[src/rtl/step_gen_pkg.sv]
// Shared definitions for the step generator datapath.
//   STEP_W    : default counter width
//   step_t    : STEP_W-bit step value
//   COUNT_RST : counter value after reset
package step_gen_pkg;
  localparam int STEP_W = 4;
  typedef logic [STEP_W-1:0] step_t;
  localparam step_t COUNT_RST = '0;
endpackage

[src/rtl/tick_edge_detect.sv]
// Registered rising-edge detector for the tick input.
//   clk  : system clock
//   rst  : async active-high reset
//   tick : level input
//   rise : high in the cycle where tick is 1 and was 0 on the previous edge
// The register holds "tick was low at the last edge" and resets to 0.
// As a result, a tick that is already high at reset release is not seen
// as an edge until it has been observed low at least once.
module tick_edge_detect (
  input  logic clk,
  input  logic rst,
  input  logic tick,
  output logic rise
);
  logic low_q;

  always_ff @(posedge clk or posedge rst) begin
    if (rst) low_q <= 1'b0;
    else     low_q <= ~tick;
  end

  assign rise = tick & low_q;
endmodule

[src/rtl/step_counter.sv]
// Programmable modulo step counter: count runs 0..steps and wraps to 0.
//   clk   : system clock
//   rst   : async active-high reset, clears count
//   tick  : advance request (level; rising edge with STEP_COUNTER_TICK_EDGE_EN)
//   steps : inclusive terminal count, may change at any time
//   count : registered current count
// Build option: define STEP_COUNTER_TICK_EDGE_EN to advance only on a 0->1
// transition of tick instead of on every edge where tick is high.
module step_counter
  import step_gen_pkg::*;
#(
  parameter int WIDTH = STEP_W
) (
  input  logic             clk,
  input  logic             rst,
  input  logic             tick,
  input  logic [WIDTH-1:0] steps,
  output logic [WIDTH-1:0] count
);
  logic adv;

`ifdef STEP_COUNTER_TICK_EDGE_EN
  tick_edge_detect u_edge (
    .clk  (clk),
    .rst  (rst),
    .tick (tick),
    .rise (adv)
  );
`else
  assign adv = tick;
`endif

  // Wrap on >= rather than == so a steps value lowered below the current
  // count still returns to 0 on the next advance; this also keeps count+1
  // from overflowing when steps is all ones.
  always_ff @(posedge clk or posedge rst) begin
    if (rst)
      count <= WIDTH'(COUNT_RST);
    else if (adv)
      count <= (count >= steps) ? '0 : count + WIDTH'(1);
  end
endmodule

[config.mk]
export PLATFORM = sky130hd
export DESIGN_NAME = step_counter
export DESIGN_NICKNAME = d
export VERILOG_FILES = /design/src/rtl/step_gen_pkg.sv /design/src/rtl/tick_edge_detect.sv /design/src/rtl/step_counter.sv
export SDC_FILE = /design/constraint.sdc
export NUM_CORES = 1
export LEC_CHECK = 0
export BUFFER_PORTS_ARGS = -buffer_cell sky130_fd_sc_hd__buf_2
export CORE_AREA = 2 2 39 41
export CTS_CLUSTER_DIAMETER = 50
export DETAILED_ROUTE_END_ITERATION = 7
export DIE_AREA = 0 0 41 43
export HOLD_SLACK_MARGIN = 0.15
export PLACE_DENSITY_LB_ADDON = 0.25
export SYNTH_ARGS = -nofsm -noshare
export SYNTH_HDL_FRONTEND = slang
export SYNTH_SLANG_ARGS = --single-unit
[constraint.sdc]
create_clock -name clk -period 3.1 [get_ports clk]
set_clock_uncertainty 0.05 [all_clocks]
set_input_delay 0.155 -clock clk [delete_from_list [all_inputs] [get_ports clk]]
set_output_delay 0.155 -clock clk [all_outputs]
set_load 0.03 [all_outputs]
# == After elaboration in Yosys (flattened, before gate mapping) ==
# Index checks and enable logic that the tools add are counted.
# W data, S select, Z words.
# totals
register_bits,4
# classes
order_cmp,1
mux,1
n_addsub,1
# op_table
cell,count
$add A4 B1 Y4 const B,1
$ge A4 B4 Y1,1
$mux W4,1

# == Logic depth before layout (Yosys ltp) ==
# logic_depth
depth_word,2
mapped_depth,6
ltp_nobuf,6

# == Worst setup path before layout ==
# No wires, ideal clock.
# synth_timing
path_kind,flip-flop to flip-flop
startpoint,register count[0]
endpoint,register count[3]
arrival_ns,1.466
setup_time_ns,0.078
path_buffers,0
stages_incl_launch_ff,7
path_slack_ns,1.507
required_time_ns,2.972
path_cell_list,dfrtp_1 -> inv_1 -> ha_1 -> nor3b_2 -> o21ai_2 -> o21ai_1 -> o2bb2ai_1
# synth_via
elab_chain_len,2
word_cells_on_any_way,3
cone_classes,add/sub (1); order compare (1); mux (1)
# synth_lines
item,line_no,rtl
from (decl),step_counter.sv:18,output logic [WIDTH-1:0] count
from (signal assigned),step_counter.sv:38,count <= WIDTH'(COUNT_RST);
from (signal assigned),step_counter.sv:40,count <= (count >= steps) ? '0 : count + WIDTH'(1);
$add A4 B1 Y4 / $ge A4 B4 Y1 (equally long branches),step_counter.sv:40,
$mux W4 *,step_counter.sv:40,
# Every way passes the cells marked *; elsewhere a longest branch is shown, timed or not.
# A chain may end at the register's enable or synchronous reset.

# == Worst setup path after layout ==
# Same ends and word-level chain as after synthesis.

==> summary.md <==
| Metric | Value |
|---|---|
| Status | completed |
| Top reg by flops | count |
| Hold buffers post-CTS | 1 |
| Buf+Inv Stages, Crit Path | 1 |
| First-pass GRT wire length | roughly 820 um |
| Slew Viols, Final | 0 |
| Leading area contributor after synthesis | dfrtp_1 |
| Port Buffers | 10 |
| Synth Instances | 31 |
| Post-route DRC | 0 |
| Slowest stage delay, CP | 370 ps |
| Setup crit end | count[3]$_DFFE_PP0P_ |
| # Max-Cap Violations | 0 |
| Worst-path clk slew | 40 ps |
| # rows | 14 |
| Post-Synth XOR/XNOR Area | 0 |
| Worst-path fanout max | 5 |
| Power Density | about 850 nW/um^2 |
| WS Path Type | flip-flop to flip-flop |
| Crit path cell chain | inv_1 -> ha_1 -> nor3b_2 -> o21ai_2 -> o21ai_1 -> o2bb2ai_1 |
| Final WS setup | around 1600 ps |
| CP max-delay cell | dfrtp_1 |
| FF-to-FF path depth | 6 |
| Main flop type after synthesis | dfrtp_1 |
| GRT Overall Usage | 0.0735 |
| Sequential share of the synthesized area | 0.338 |
| Largest registers | count (4) |
| Place WS | between 1500 and 2000 ps |
| DRT Pass-1 Iters | 2 |
| WP data arrival | about 1600 ps |
| Ys async rst share | 1.00 |
| Flop and latch count out of synthesis | 4 |
| Post-synthesis mux area share | 0 |
| Netlist cell types | 17 |
| Max-slew headroom | 0.850 |
| RSZ-0062 raised after global routing | no |
| R2R Setup Slk | between 1500 and 2000 ps |
| Syn Nets | 43 |
| CP Capture Type | flip-flop |
| TNS Setup | 0 ps |
| Via count | ~260 |
| Cells after DPL | between 50 and 60 |
| H-tree level count | 1 |
| Largest family of logic cells by synthesized area | compound AO/OA/AOI/OAI gates |
| Compound-Gate Fraction of Synth Area | 0.245 |
| Worst hold path class | input pin to flip-flop |
| Vias/cell | roughly 4.2 |
| Longest Clk Path Bufs | 2 |
| Layout cell share with drive strength beyond 1 | 0.356 |
| Largest net degree at the start of global routing | 9 |
| Drt total wl | slightly below 600 um |
| CTS tree | done |
| Synth Area per Inst | ~9.6 sq um |
| Routed Antenna Nets | 0 |
| GPL Wtd Cong | 0.687 |
| Post-DP HPWL | 475 um |
| Ports | 11 |
| Synth top cells by count | inv_1, ha_1, dfrtp_1 |
| Die Height | around 43 um |
| Clk_lat worst skew | between 200 and 250 ps |
| Die Area | between 1500 and 2000 sq um |
| Simple-gate share of the synthesized area | 0.131 |
| Req. time, crit path | 3200 ps |
| Antenna diode count | 0 |
| Worst slew pin tran | between 200 and 250 ps |
| Root buf cell | clkbuf_4 |
| Synth top area cells | dfrtp_1, ha_1, inv_1 |
| Initial antenna violation count | 0 |
| Setup-failing EPs final | 0 |
| Most common cell in the netlist | inv_1 |
| Maximum vdd drop | between 300 and 400 uV |
| Fmax | about 0.66 GHz |
| Number of synthesis warnings | 0 |
| Worst R2R Start | count[0]$_DFFE_PP0P_ |
| Filler instances | around 160 |
| Final net count | between 50 and 60 |
| Die X | 41 um |
| Wire per inst | 9.64 um |
| Fin crit share | 0.486 |
| Clk sinks | 4 |
| Post-synth EDFFs | 0 |
| Crit path time final | between 1500 and 2000 ps |
| Adder-cell share of the synthesized area | 0.211 |
| Instance count on the critical path | 6 |
| Leakage | 0.221 nW |
| GRT overflow | 0 |
| Fin cells | between 60 and 70 |
| Total chip power | approximately 0.00034 W |
| P&R area growth vs syn | 34.6% |
| Synthesized area | just under 300 sq um |
| Max reg flops | 4 |
| Num CTS Buffers | 3 |
| Final-report hold violation count | 0 |
| CP top delay family | compound AO/OA/AOI/OAI gates |
| Post-cts resize count | 0 |
| Synth top area share | 0.338 |
| Vias in the first global route | between 200 and 250 |
| Core Area | between 1000 and 1500 sq um |
| Worst Setup SP | count[0]$_DFFE_PP0P_ |
| Initial DRC count | 3 |
| CP startpoint kind | flip-flop |
| Setup Fix Bufs, Post-CTS | 0 |
| Worst r2r dst | count[3]$_DFFE_PP0P_ |
| Initial Utilization | 0.214 |
## layer usage
layer,GRT usage,part of all wire,up-vias
met5,0,0,-
met4,0.0600,0,0
met3,0.0314,0.077,0
met2,0.0938,0.45,8
met1,0.0909,0.47,108
li1,-,-,139
## cell usage in the layout (no fill, tap or decap)
cell / netlist / layout
o21ai_2: 1 / 1
buf_2: 0 / 10
o21ai_0: 1 / 1
a21o_1: 1 / 1
nand2_1: 2 / 2
clkbuf_4: 0 / 3
dlygate4sd3_1: 0 / 1
o22ai_1: 1 / 1
nor3b_2: 1 / 1
o21ai_1: 2 / 2
o2111ai_1: 1 / 1
o2bb2ai_1: 1 / 1
dfrtp_1: 4 / 4
o211ai_2: 1 / 1
ha_1: 5 / 5
and3_1: 1 / 1
nand3b_1: 1 / 1
nor3_1: 1 / 1
inv_1: 6 / 6
a21oi_1: 1 / 1
## final cells by class
type,count,area [sq um],area share
Clock buffer,3,22.5,0.0564
Inverter,6,22.5,0.0564
Multi-Input combinational cell,21,174,0.436
Tap cell,16,20.0,0.0502
Sequential cell,4,100,0.251
Timing Repair Buffer,11,60.1,0.150
## metrics by stage
step	area [sq um]	hold slack [ps]	utilization
after floorplan	297	-129	-
after global placement	367	-8.08	0.265
after detailed placement	367	-8.11	0.265
after CTS	399	167	0.288
after global routing	399	195	0.288
final	399	168	0.288
## where the power goes
group,internal (W),switching (W)
logic,0.0000686,0.000110
clock network,0.0000432,0.0000196
registers,0.0000740,0.0000236
total,0.000186,0.000154
## worst min path at each step
stage | to | slack, ps | from | depth (start not counted)
final | count[1]$_DFFE_PP0P_ | 170 | tick | 2
after global routing | count[1]$_DFFE_PP0P_ | 200 | tick | 2
after CTS | count[1]$_DFFE_PP0P_ | 170 | tick | 2
after detailed placement | count[3]$_DFFE_PP0P_ | -8 | rst | 2
after global placement | count[3]$_DFFE_PP0P_ | -8 | rst | 2
after floorplan | count[0]$_DFFE_PP0P_ | -130 | rst | 1
## kinds of logic after synthesis
kind of cell / count (synthesis)
AO/OA/AOI/OAI: 10
buffers and inverters: 6
AND/OR/NAND/NOR: 6
adder cells (fa/ha/maj): 5
flip-flops: 4
No activity file was read; power rests on OpenSTA's default activity.
